## config.mk

```make
export PLATFORM = sky130hd
export DESIGN_NAME = axis_decimator_flat
export DESIGN_NICKNAME = d
export VERILOG_FILES = /design/src/rtl/decim_pkg.sv /design/src/rtl/axis_decimator_if.sv /design/src/rtl/axis_skid_buffer.sv /design/src/rtl/axis_decimator.sv /design/src/flat_wrapper.sv
export SDC_FILE = /design/constraint.sdc
export NUM_CORES = 1
export LEC_CHECK = 0
export BUFFER_PORTS_ARGS = -buffer_cell sky130_fd_sc_hd__buf_4
export CAP_MARGIN = 25
export CORE_MARGIN = 2
export CORE_UTILIZATION = 42
export DETAILED_ROUTE_END_ITERATION = 12
export PLACE_DENSITY = 0.64
export SETUP_SLACK_MARGIN = 0.5
export SYNTH_ARGS = -nofsm -noshare
export SYNTH_HDL_FRONTEND = slang
export SYNTH_SLANG_ARGS = --single-unit
```

## constraint.sdc

```tcl
create_clock -name s00_axis_aclk -period 4.4 [get_ports s00_axis_aclk]
set_clock_uncertainty 0.15 [all_clocks]
set_input_delay 0.66 -clock s00_axis_aclk [delete_from_list [all_inputs] [get_ports s00_axis_aclk]]
set_output_delay 0.66 -clock s00_axis_aclk [all_outputs]
set_load 0.05 [all_outputs]
```

## src/rtl/decim_pkg.sv

```systemverilog
// Shared types for the receive DSP chain: packet FSM states and the AXIS beat
// carried between the FIR and decimator stages.
package decim_pkg;

  localparam int PKT_COUNT_WIDTH = 16;
  localparam int BEAT_DATA_WIDTH = 32;
  localparam int BEAT_STRB_WIDTH = BEAT_DATA_WIDTH / 8;

  typedef enum logic {
    IDLE,
    IN_PKT
  } state_t;

  typedef struct packed {
    logic [BEAT_DATA_WIDTH-1:0] tdata;
    logic [BEAT_STRB_WIDTH-1:0] tstrb;
    logic                       tlast;
  } beat_t;

endpackage

```

## src/rtl/axis_decimator_if.sv

```systemverilog
// AXI-Stream bundle for the decimator; master drives the beat, slave drives tready.
interface axis_decimator_if #(
  parameter int DATA_WIDTH = 32
) ();

  logic                    tvalid;
  logic                    tready;
  logic                    tlast;
  logic [DATA_WIDTH-1:0]   tdata;
  logic [DATA_WIDTH/8-1:0] tstrb;

  modport master (output tvalid, tlast, tdata, tstrb, input tready);
  modport slave  (input tvalid, tlast, tdata, tstrb, output tready);

endinterface

```

## src/rtl/axis_skid_buffer.sv

```systemverilog
// Two-entry output skid buffer: entry 0 drives the output, entry 1 catches the
// beat that arrives while entry 0 is stalled, so upstream ready can be registered.
module axis_skid_buffer #(
  parameter int WIDTH = 8
) (
  input  logic             clk,
  input  logic             rst_n,
  input  logic             i_push,
  input  logic [WIDTH-1:0] i_data,
  input  logic             i_dn_ready,
  output logic             o_valid,
  output logic [WIDTH-1:0] o_data,
  output logic             o_up_ready
);

  logic             r_v0;
  logic             r_v1;
  logic [WIDTH-1:0] r_d0;
  logic [WIDTH-1:0] r_d1;
  logic             r_up_ready;
  logic             w_pop;
  logic             w_v0_nx;
  logic             w_v1_nx;
  logic [WIDTH-1:0] w_d0_nx;
  logic [WIDTH-1:0] w_d1_nx;

  assign w_pop = r_v0 && i_dn_ready;

  // Pushes only arrive while entry 1 is empty, because upstream ready tracks it.
  always_comb begin
    w_v0_nx = r_v0;
    w_v1_nx = r_v1;
    w_d0_nx = r_d0;
    w_d1_nx = r_d1;
    if (r_v1) begin
      if (w_pop) begin
        w_d0_nx = r_d1;
        w_v1_nx = 1'b0;
      end
    end else if (i_push) begin
      if (!r_v0 || w_pop) begin
        w_d0_nx = i_data;
        w_v0_nx = 1'b1;
      end else begin
        w_d1_nx = i_data;
        w_v1_nx = 1'b1;
      end
    end else if (w_pop) begin
      w_v0_nx = 1'b0;
    end
  end

  always_ff @(posedge clk or negedge rst_n) begin
    if (!rst_n) begin
      r_v0       <= 1'b0;
      r_v1       <= 1'b0;
      r_d0       <= '0;
      r_d1       <= '0;
      r_up_ready <= 1'b0;
    end else begin
      r_v0       <= w_v0_nx;
      r_v1       <= w_v1_nx;
      r_d0       <= w_d0_nx;
      r_d1       <= w_d1_nx;
      r_up_ready <= !w_v1_nx;
    end
  end

  assign o_valid    = r_v0;
  assign o_data     = r_d0;
  assign o_up_ready = r_up_ready;

endmodule

```

## src/rtl/axis_decimator.sv

```systemverilog
// Integer-ratio AXIS decimator: keeps one beat in R plus every packet-terminating
// beat, with the ratio latched per packet and a skid buffer on the output side.
module axis_decimator
  import decim_pkg::*;
#(
  parameter int C_S00_AXIS_TDATA_WIDTH = 32,
  parameter int C_M00_AXIS_TDATA_WIDTH = 32,
  parameter int RATIO_WIDTH            = 8
) (
  input  logic                       s00_axis_aclk,
  input  logic                       s00_axis_aresetn,
  input  logic [RATIO_WIDTH-1:0]     decim_ratio,
  axis_decimator_if.slave            s00_axis,
  axis_decimator_if.master           m00_axis,
  output logic [PKT_COUNT_WIDTH-1:0] pkt_count
);

  localparam int BEAT_WIDTH = $bits(beat_t);

  state_t                     r_state;
  state_t                     w_state_nx;
  logic [RATIO_WIDTH-1:0]     r_lat;
  logic [RATIO_WIDTH-1:0]     r_ph;
  logic [RATIO_WIDTH-1:0]     w_ph;
  logic [RATIO_WIDTH-1:0]     w_ph_inc;
  logic [RATIO_WIDTH-1:0]     w_lat_m1;
  logic [RATIO_WIDTH-1:0]     w_ratio_in;
  logic [PKT_COUNT_WIDTH-1:0] r_pkt_count;
  logic                       w_accept;
  logic                       w_keep;
  logic                       w_s_ready;
  logic                       w_m_valid;
  logic                       w_out_hs;
  logic [BEAT_WIDTH-1:0]      w_out_bits;
  beat_t                      w_in_beat;
  beat_t                      w_out_beat;

  assign w_accept   = s00_axis.tvalid && w_s_ready;
  assign w_ratio_in = (decim_ratio == '0) ? RATIO_WIDTH'(1) : decim_ratio;
  assign w_lat_m1   = r_lat - RATIO_WIDTH'(1);
  assign w_ph_inc   = (r_ph >= w_lat_m1) ? '0 : r_ph + RATIO_WIDTH'(1);

  // Phase of the beat being offered now; packet starts always restart at zero.
  assign w_ph   = (r_state == IDLE) ? '0 : w_ph_inc;
  assign w_keep = w_accept && ((w_ph == '0) || s00_axis.tlast);

  always_ff @(posedge s00_axis_aclk or negedge s00_axis_aresetn) begin
    if (!s00_axis_aresetn) begin
      r_state <= IDLE;
    end else begin
      r_state <= w_state_nx;
    end
  end

  always_comb begin
    w_state_nx = r_state;
    if (w_accept) begin
      w_state_nx = s00_axis.tlast ? IDLE : IN_PKT;
    end
  end

  always_ff @(posedge s00_axis_aclk or negedge s00_axis_aresetn) begin
    if (!s00_axis_aresetn) begin
      r_lat <= RATIO_WIDTH'(1);
      r_ph  <= '0;
    end else if (w_accept) begin
      r_ph <= w_ph;
      if (r_state == IDLE) begin
        r_lat <= w_ratio_in;
      end
    end
  end

  always_comb begin
    w_in_beat       = '0;
    w_in_beat.tdata = s00_axis.tdata[C_S00_AXIS_TDATA_WIDTH-1:0];
    w_in_beat.tstrb = s00_axis.tstrb;
    w_in_beat.tlast = s00_axis.tlast;
  end

  axis_skid_buffer #(
    .WIDTH (BEAT_WIDTH)
  ) u_skid (
    .clk        (s00_axis_aclk),
    .rst_n      (s00_axis_aresetn),
    .i_push     (w_keep),
    .i_data     (w_in_beat),
    .i_dn_ready (m00_axis.tready),
    .o_valid    (w_m_valid),
    .o_data     (w_out_bits),
    .o_up_ready (w_s_ready)
  );

  assign w_out_beat = beat_t'(w_out_bits);
  assign w_out_hs   = w_m_valid && m00_axis.tready;

  always_ff @(posedge s00_axis_aclk or negedge s00_axis_aresetn) begin
    if (!s00_axis_aresetn) begin
      r_pkt_count <= '0;
    end else if (w_out_hs && w_out_beat.tlast) begin
      r_pkt_count <= r_pkt_count + PKT_COUNT_WIDTH'(1);
    end
  end

  assign s00_axis.tready = w_s_ready;
  assign m00_axis.tvalid = w_m_valid;
  assign m00_axis.tdata  = w_out_beat.tdata[C_M00_AXIS_TDATA_WIDTH-1:0];
  assign m00_axis.tstrb  = w_out_beat.tstrb;
  assign m00_axis.tlast  = w_out_beat.tlast;
  assign pkt_count       = r_pkt_count;

endmodule

```

## src/flat_wrapper.sv

```systemverilog
// flat-port wrapper written by rule: the top's interface ports become plain ports
module axis_decimator_flat import decim_pkg::*;
#(
  parameter int C_S00_AXIS_TDATA_WIDTH = 32,
  parameter int C_M00_AXIS_TDATA_WIDTH = 32,
  parameter int RATIO_WIDTH            = 8
)
  (s00_axis_aclk, s00_axis_aresetn, decim_ratio, pkt_count, s00_axis_tvalid, s00_axis_tlast, s00_axis_tdata, s00_axis_tstrb, s00_axis_tready, m00_axis_tvalid, m00_axis_tlast, m00_axis_tdata, m00_axis_tstrb, m00_axis_tready);
  axis_decimator_if #(.DATA_WIDTH(32)) s00_axis_i ();
  axis_decimator_if #(.DATA_WIDTH(32)) m00_axis_i ();
  input  logic s00_axis_aclk;
  input  logic s00_axis_aresetn;
  input  logic [RATIO_WIDTH-1:0] decim_ratio;
  output logic [PKT_COUNT_WIDTH-1:0] pkt_count;
  input wire logic [$bits(s00_axis_i.tvalid)-1:0] s00_axis_tvalid;
  input wire logic [$bits(s00_axis_i.tlast)-1:0] s00_axis_tlast;
  input wire logic [$bits(s00_axis_i.tdata)-1:0] s00_axis_tdata;
  input wire logic [$bits(s00_axis_i.tstrb)-1:0] s00_axis_tstrb;
  output wire logic [$bits(s00_axis_i.tready)-1:0] s00_axis_tready;
  output wire logic [$bits(m00_axis_i.tvalid)-1:0] m00_axis_tvalid;
  output wire logic [$bits(m00_axis_i.tlast)-1:0] m00_axis_tlast;
  output wire logic [$bits(m00_axis_i.tdata)-1:0] m00_axis_tdata;
  output wire logic [$bits(m00_axis_i.tstrb)-1:0] m00_axis_tstrb;
  input wire logic [$bits(m00_axis_i.tready)-1:0] m00_axis_tready;
  assign s00_axis_i.tvalid = s00_axis_tvalid;
  assign s00_axis_i.tlast = s00_axis_tlast;
  assign s00_axis_i.tdata = s00_axis_tdata;
  assign s00_axis_i.tstrb = s00_axis_tstrb;
  assign s00_axis_tready = s00_axis_i.tready;
  assign m00_axis_tvalid = m00_axis_i.tvalid;
  assign m00_axis_tlast = m00_axis_i.tlast;
  assign m00_axis_tdata = m00_axis_i.tdata;
  assign m00_axis_tstrb = m00_axis_i.tstrb;
  assign m00_axis_i.tready = m00_axis_tready;
  axis_decimator #(.C_S00_AXIS_TDATA_WIDTH(C_S00_AXIS_TDATA_WIDTH), .C_M00_AXIS_TDATA_WIDTH(C_M00_AXIS_TDATA_WIDTH), .RATIO_WIDTH(RATIO_WIDTH)) u_core (.s00_axis_aclk(s00_axis_aclk), .s00_axis_aresetn(s00_axis_aresetn), .decim_ratio(decim_ratio), .s00_axis(s00_axis_i), .m00_axis(m00_axis_i), .pkt_count(pkt_count));
endmodule
```

==> flow_summary.yaml, run 1 <==
timing:
  period_share_pct: 78.7
  setup_ws_ns: 0.936
  worst_slew_pin_slew_ns: 0.961
  rsz0062_at_grt: "false"
  max_freq_ghz: 0.289
  final_hold_viol_count: 0
  finalSetupTns_ns: 0
  slew_violations: 0
  relSlewSlack_pct: 35.9
  period_needed_ns: 3.46
  finalSetupViolations: 0
setup_path:
  startpoint_type: "register"
  critPathArrivalTime_ns: 3.55
  cp_data_required_time_ns: 4.49
  end_kind: "register"
  cp_max_fo: 23
  criticalPathCategory: "register to register"
synthesis:
  synth.yosys.warnings: 0
  syn_inst: 395
  ys_seq_elements: 110
  netlist_area_um2: 5460
  syn_nets: 455
  yosys.area.top_type: "dfrtp_1"
  synth.avg_cell_area_um2: 13.8
  synth.top_cell.area_share_pct: 50.0
  synth_area_leaders: "dfrtp_1, mux2_4, mux2_2"
  synth.distinct_cells: 39
  ys_seq_area_share_pct: 50.4
finish:
  diodes: 0
  nNetsFinal: 558
  syn2layout_area_growth_pct: 22.4
  seqCellArea_um2: 2760
  multi_input_area_um2: 2510
  final_common_cell: "dfrtp_1"
  drive_gt1_share_pct: 50.3
  most-common-layout-cells: "dfrtp_1, buf_4, mux2_4, mux2_2, nand2_1"
  nFillCells: 1097
global_route:
  antenna_found_initial: 0
  grt_max_degree: 74
  overflow: 0
  grt_pass1_wl_mm: 18.2
  grt_pass1_vias: 3553
  grt_use_total_pct: 16.3
drt:
  firstDrtPassIters: 4
  via_per_inst: 5.03
  drtAntennaViolNets: 0
  routed_wl_mm: 10.8
  wl_per_cell_um: 16.0
  drcViolationCount: 0
  vias: 3394
  drt_iter0_drc: 164
clock_network:
  clock_latency_ns: 0.35
  cts_tree: "yes"
  clk_pin_slew_ns: 0.07
  htreeDepth: 3
  cts_made_buffers: 9
  post_cts_resized: 0
  clk_path_buf_depth: 2
  cts_root_buf: "clkbuf_16"
  clock-sinks: 110
placement:
  gp_congestion: 0.782
  portBuffers: 103
  hpwl_mm: 7.35
  pre_cts_ws_ns: 0.896
power:
  p_comb_share_pct: 49.0
  power_density_nw_per_um2: 773
  ir_drop_uv: 460
  internal-power_mw: 3.13
  switching_share_pct: 39.3
  seqPwrFrac_pct: 35.1
  pwr-share-clk_pct: 15.9
  switchingPower_mw: 2.03
  power_leakage_nw: 3.17
floorplanning:
  initial_core_util_pct: 43.1
  dieArea_um2: 13900
  die_y_um: 118
  rows: 41
  core_area_um2: 12700
  pin_count: 104
  die_x_um: 118
flow_run:
  drv_cap: 0
run_status:
  status: "finished clean"
hold_path:
  hold_path.class: "register to register"
[cell type report]
| cell class | count | area share (%) |
|---|---|---|
| Timing Repair Buffer | 110 | 12.9 |
| Inverter | 10 | 0.562 |
| Clock inverter | 5 | 0.843 |
| Clock buffer | 11 | 3.63 |
| Tap cell | 172 | 3.22 |
| Multi-Input combinational cell | 257 | 37.6 |
| Sequential cell | 110 | 41.2 |
[routing by layer]
| metal | up-vias | part of all wire (%) | global-route usage, % |
|---|---|---|---|
| met3 | 7 | 5.3 | 5.23 |
| met4 | 0 | 0.80 | 3.61 |
| met2 | 82 | 46 | 25.3 |
| met1 | 1691 | 48 | 22.3 |
| met5 | - | 0 | 0 |
| li1 | 1614 | - | - |
[kinds of logic (layout without fill, tap and decap cells)]
family                   count (synthesis)  count (layout)  share of synthesized area [%]
multiplexers                           118             118                           28.5
flip-flops                             110             110                           50.4
AND/OR/NAND/NOR                         71              71                           6.99
AO/OA/AOI/OAI                           34              34                           4.40
buffers and inverters                   28             136                           3.51
XOR/XNOR                                23              23                           3.69
adder cells (fa/ha/maj)                 11              11                           2.52
[registers in the layout (all words and copies together) (netlist names)]
signal and cells:
u_core.u_skid.o_data 37, u_core.u_skid.r_d1 37, u_core.pkt_count 16, u_core.r_lat 8, u_core.r_ph 8, u_core.r_state 1, u_core.u_skid.o_up_ready 1, u_core.u_skid.o_valid 1
u_core.u_skid.r_v1 1
[cells in the mapped netlist]
master       n
and3_1       5
o31ai_1      5
nand3_4      1
clkbuf_1    10
xor2_1       9
o22ai_4      1
o21ai_0     15
and4_4       1
ha_1        11
xnor2_1     14
a211o_1      2
nor2b_1      2
inv_1       10
mux2_4      60
nand2b_1     3
a21oi_1      4
or2_2        4
or3_1        1
nand4_1      7
nand3_1      8
nor4b_1      1
or4_1        1
nor3_1       5
o2111a_1     1
nand2_1     16
nor4_1       2
nor2_1      12
dfstp_2      1
o21ba_2      1
or4b_1       1
buf_6        5
a2111oi_2    1
o311a_1      2
dfrtp_1    109
o21a_1       1
buf_12       3
mux2_2      58
and2_1       1
a31oi_1      1
[power groups by stage]
stage	registers (mW)	logic (mW)	clock network, mW
floorplan	2.39	1.37	0
global placement	1.80	2.51	0
detailed placement	1.82	2.55	0
CTS	1.81	2.56	0.852
global route	1.87	2.69	0.899
finish	1.81	2.53	0.820
[final timing paths]
check,slack [ns],startpoint,cells after the start,to
setup / recovery,0.94,u_core.r_lat[5],10,u_core.u_skid.r_d1[24]
hold / removal,0.33,u_core.pkt_count[15],1,u_core.pkt_count[15]
setup reg to reg,0.94,u_core.r_lat[5],10,u_core.u_skid.r_d1[24]
hold reg to reg,0.33,u_core.pkt_count[15],1,u_core.pkt_count[15]
max in group asynchronous,2.52,s00_axis_aresetn,4,u_core.u_skid.o_data[14]
min in group asynchronous,0.50,s00_axis_aresetn,2,u_core.r_ph[2]
[per-stage QoR]
stage / instance area, µm² / hold WS (ns) / power (mW) / utilization, % / instances
2_1_floorplan: 5460 / 0.214 / 3.76 / - / 395
3_3_place_gp: 6350 / 0.309 / 4.31 / 50.1 / 657
3_5_place_dp: 6350 / 0.316 / 4.37 / 50.1 / 657
4_1_cts: 6650 / 0.330 / 5.22 / 52.4 / 673
5_1_grt: 6680 / 0.354 / 5.46 / 52.7 / 675
6_report: 6680 / 0.329 / 5.16 / 52.7 / 675
[worst max-delay path, cell delays in order, from the launching register on]
cell and delay [ns]:
dfrtp_1 0.40, nor4_1 0.38, nand2_1 0.11, xor2_1 0.16
ha_1 0.31, nand4_1 0.13, o311a_1 0.41, o22ai_4 0.22
nand3_4 0.42, buf_4 0.35, mux2_4 0.30
[repair_timing]
action                                  CTS  global route
endpoints found under the setup margin    0             0
setup buffers                             0             0
hold buffers                              0             1
endpoints found under the hold margin     0             3
(Power assumes the default switching activity.)
==> run 2, diff against run 1 <==
==> constraint.sdc (replaced) <==
create_clock -name s00_axis_aclk -period 3.6 [get_ports s00_axis_aclk]
set_clock_uncertainty 0.15 [all_clocks]
set_input_delay 0.54 -clock s00_axis_aclk [delete_from_list [all_inputs] [get_ports s00_axis_aclk]]
set_output_delay 0.54 -clock s00_axis_aclk [all_outputs]
set_load 0.05 [all_outputs]
==> flow_summary.yaml, run 2 (synthesized netlist as in run 1, its figures left out) <==
global_route:
  grt_pass1_wl_mm: 19.0
  antenna_found_initial: 0
  grt_pass1_vias: 3721
  grt_max_degree: 67
  grt_use_total_pct: 17.1
  overflow: 0
timing:
  period_share_pct: 85.3
  finalSetupTns_ns: 0
  max_freq_ghz: 0.326
  period_needed_ns: 3.07
  rsz0062_at_grt: "true"
  relSlewSlack_pct: 43.7
  setup_ws_ns: 0.529
  finalSetupViolations: 0
  slew_violations: 0
  final_hold_viol_count: 0
  worst_slew_pin_slew_ns: 0.845
clock_network:
  clock-sinks: 110
  htreeDepth: 3
  cts_made_buffers: 9
  clock_latency_ns: 0.35
  cts_tree: "yes"
  clk_pin_slew_ns: 0.08
  clk_path_buf_depth: 2
  cts_root_buf: "clkbuf_16"
power:
  ir_drop_uv: 555
  pwr-share-clk_pct: 14.9
  seqPwrFrac_pct: 32.9
  power_leakage_nw: 3.29
  switchingPower_mw: 2.61
  power_density_nw_per_um2: 949
  p_comb_share_pct: 52.3
  switching_share_pct: 39.5
  internal-power_mw: 4.00
setup_path:
  cp_data_required_time_ns: 3.69
  criticalPathCategory: "register to register"
  reg2reg_setup_slack_ns: 0.53
  critPathArrivalTime_ns: 3.16
  startpoint_type: "register"
  end_kind: "register"
  cp_max_fo: 6
floorplanning:
  dieArea_um2: 13900
  die_x_um: 118
  core_area_um2: 12700
  pin_count: 104
  rows: 41
  initial_core_util_pct: 43.1
  die_y_um: 118
finish:
  most-common-layout-cells: "buf_4, dfrtp_1, mux2_4, mux2_2, nand2_1"
  nFillCells: 1066
  final_common_cell: "buf_4"
  drive_gt1_share_pct: 53.2
  syn2layout_area_growth_pct: 27.6
  diodes: 0
  nNetsFinal: 570
run_status:
  status: "finished clean"
drt:
  drt_iter0_drc: 185
  routed_wl_mm: 11.3
  vias: 3429
  drcViolationCount: 0
  firstDrtPassIters: 4
  wl_per_cell_um: 16.5
  via_per_inst: 4.99
  drtAntennaViolNets: 0
placement:
  portBuffers: 103
  gp_congestion: 0.794
  hpwl_mm: 7.55
  pre_cts_ws_ns: 0.258
flow_run:
  drv_cap: 0
hold_path:
  hold_path.class: "input pin to asynchronous set/reset pin"
run 2: changes by cell type in the layout (fill, tap and decap cells not counted), sizes merged:
cell	previous run	this run
bufinv	1	0
clkbuf	11	13
clkinvlp	1	2
dlygate4sd3	1	0
inv	11	12
buf	109	119
run 2: timing repair:
item                       CTS  global route
pin swaps                    3             2
hold buffers                 0             0
setup endpoints to repair   74            74
buffers inserted             4             1
cloned                       2             4
resized for setup            6            14
run 2: power groups by stage:
stage / logic [mW] / clock network, mW / registers [mW]
final: 3.46 / 0.983 / 2.18
after floorplan: 1.68 / 0 / 2.92
after detailed placement: 3.21 / 0 / 2.15
after CTS: 3.38 / 1.02 / 2.16
after global placement: 3.15 / 0 / 2.14
after global routing: 3.66 / 1.07 / 2.26
run 2: worst max-delay path, cell delays in order, from the launching register on:
cell,delay (ns)
dfrtp_2,0.45
nor4_4,0.29
nand2_1,0.09
xor2_1,0.15
ha_1,0.31
nand2_1,0.06
o2111a_1,0.26
o311a_1,0.16
o22ai_4,0.21
buf_6,0.13
nand3_4,0.18
clkbuf_16,0.23
mux2_4,0.30
run 2: cell type report:
type,count,area [µm²],share of cell area [%]
Clock buffer,10,239,3.43
Sequential cell,110,2760,39.6
Inverter,10,37.5,0.539
Multi-Input combinational cell,257,2570,36.9
Tap cell,172,215,3.09
Timing Repair Buffer,122,1090,15.6
Clock inverter,6,56.3,0.808
run 2: per-stage QoR:
stage	instances	cell area (µm²)	util, %	hold slack [ns]	power [mW]
final	687	6970	55.0	0.124	6.61
after global routing	687	6970	55.0	0.197	7.00
after CTS	682	6810	53.7	0.164	6.56
after detailed placement	660	6390	50.5	0.315	5.36
after global placement	660	6390	50.5	0.311	5.29
after floorplan	395	5460	-	0.0944	4.60
run 2: path summary, 6_finish.rpt:
check / from / to / cells after the start
setup / recovery: u_core.r_lat[3] / u_core.u_skid.r_d1[0] / 12
hold / removal: s00_axis_aresetn / u_core.r_ph[3] / 1
setup reg to reg: u_core.r_lat[3] / u_core.u_skid.r_d1[0] / 12
hold reg to reg: u_core.pkt_count[15] / u_core.pkt_count[15] / 1
max in group asynchronous: s00_axis_aresetn / u_core.r_lat[0] / 2
min in group s00_axis_aclk: s00_axis_tlast / u_core.r_state / 2
run 2: layer usage:
layer	global-route usage, %	routed length, µm	up-vias
met1	21.2	4940	1714
met5	0	0	-
met4	3.99	99	0
met3	7.36	723	7
li1	-	-	1636
met2	27.8	5540	72
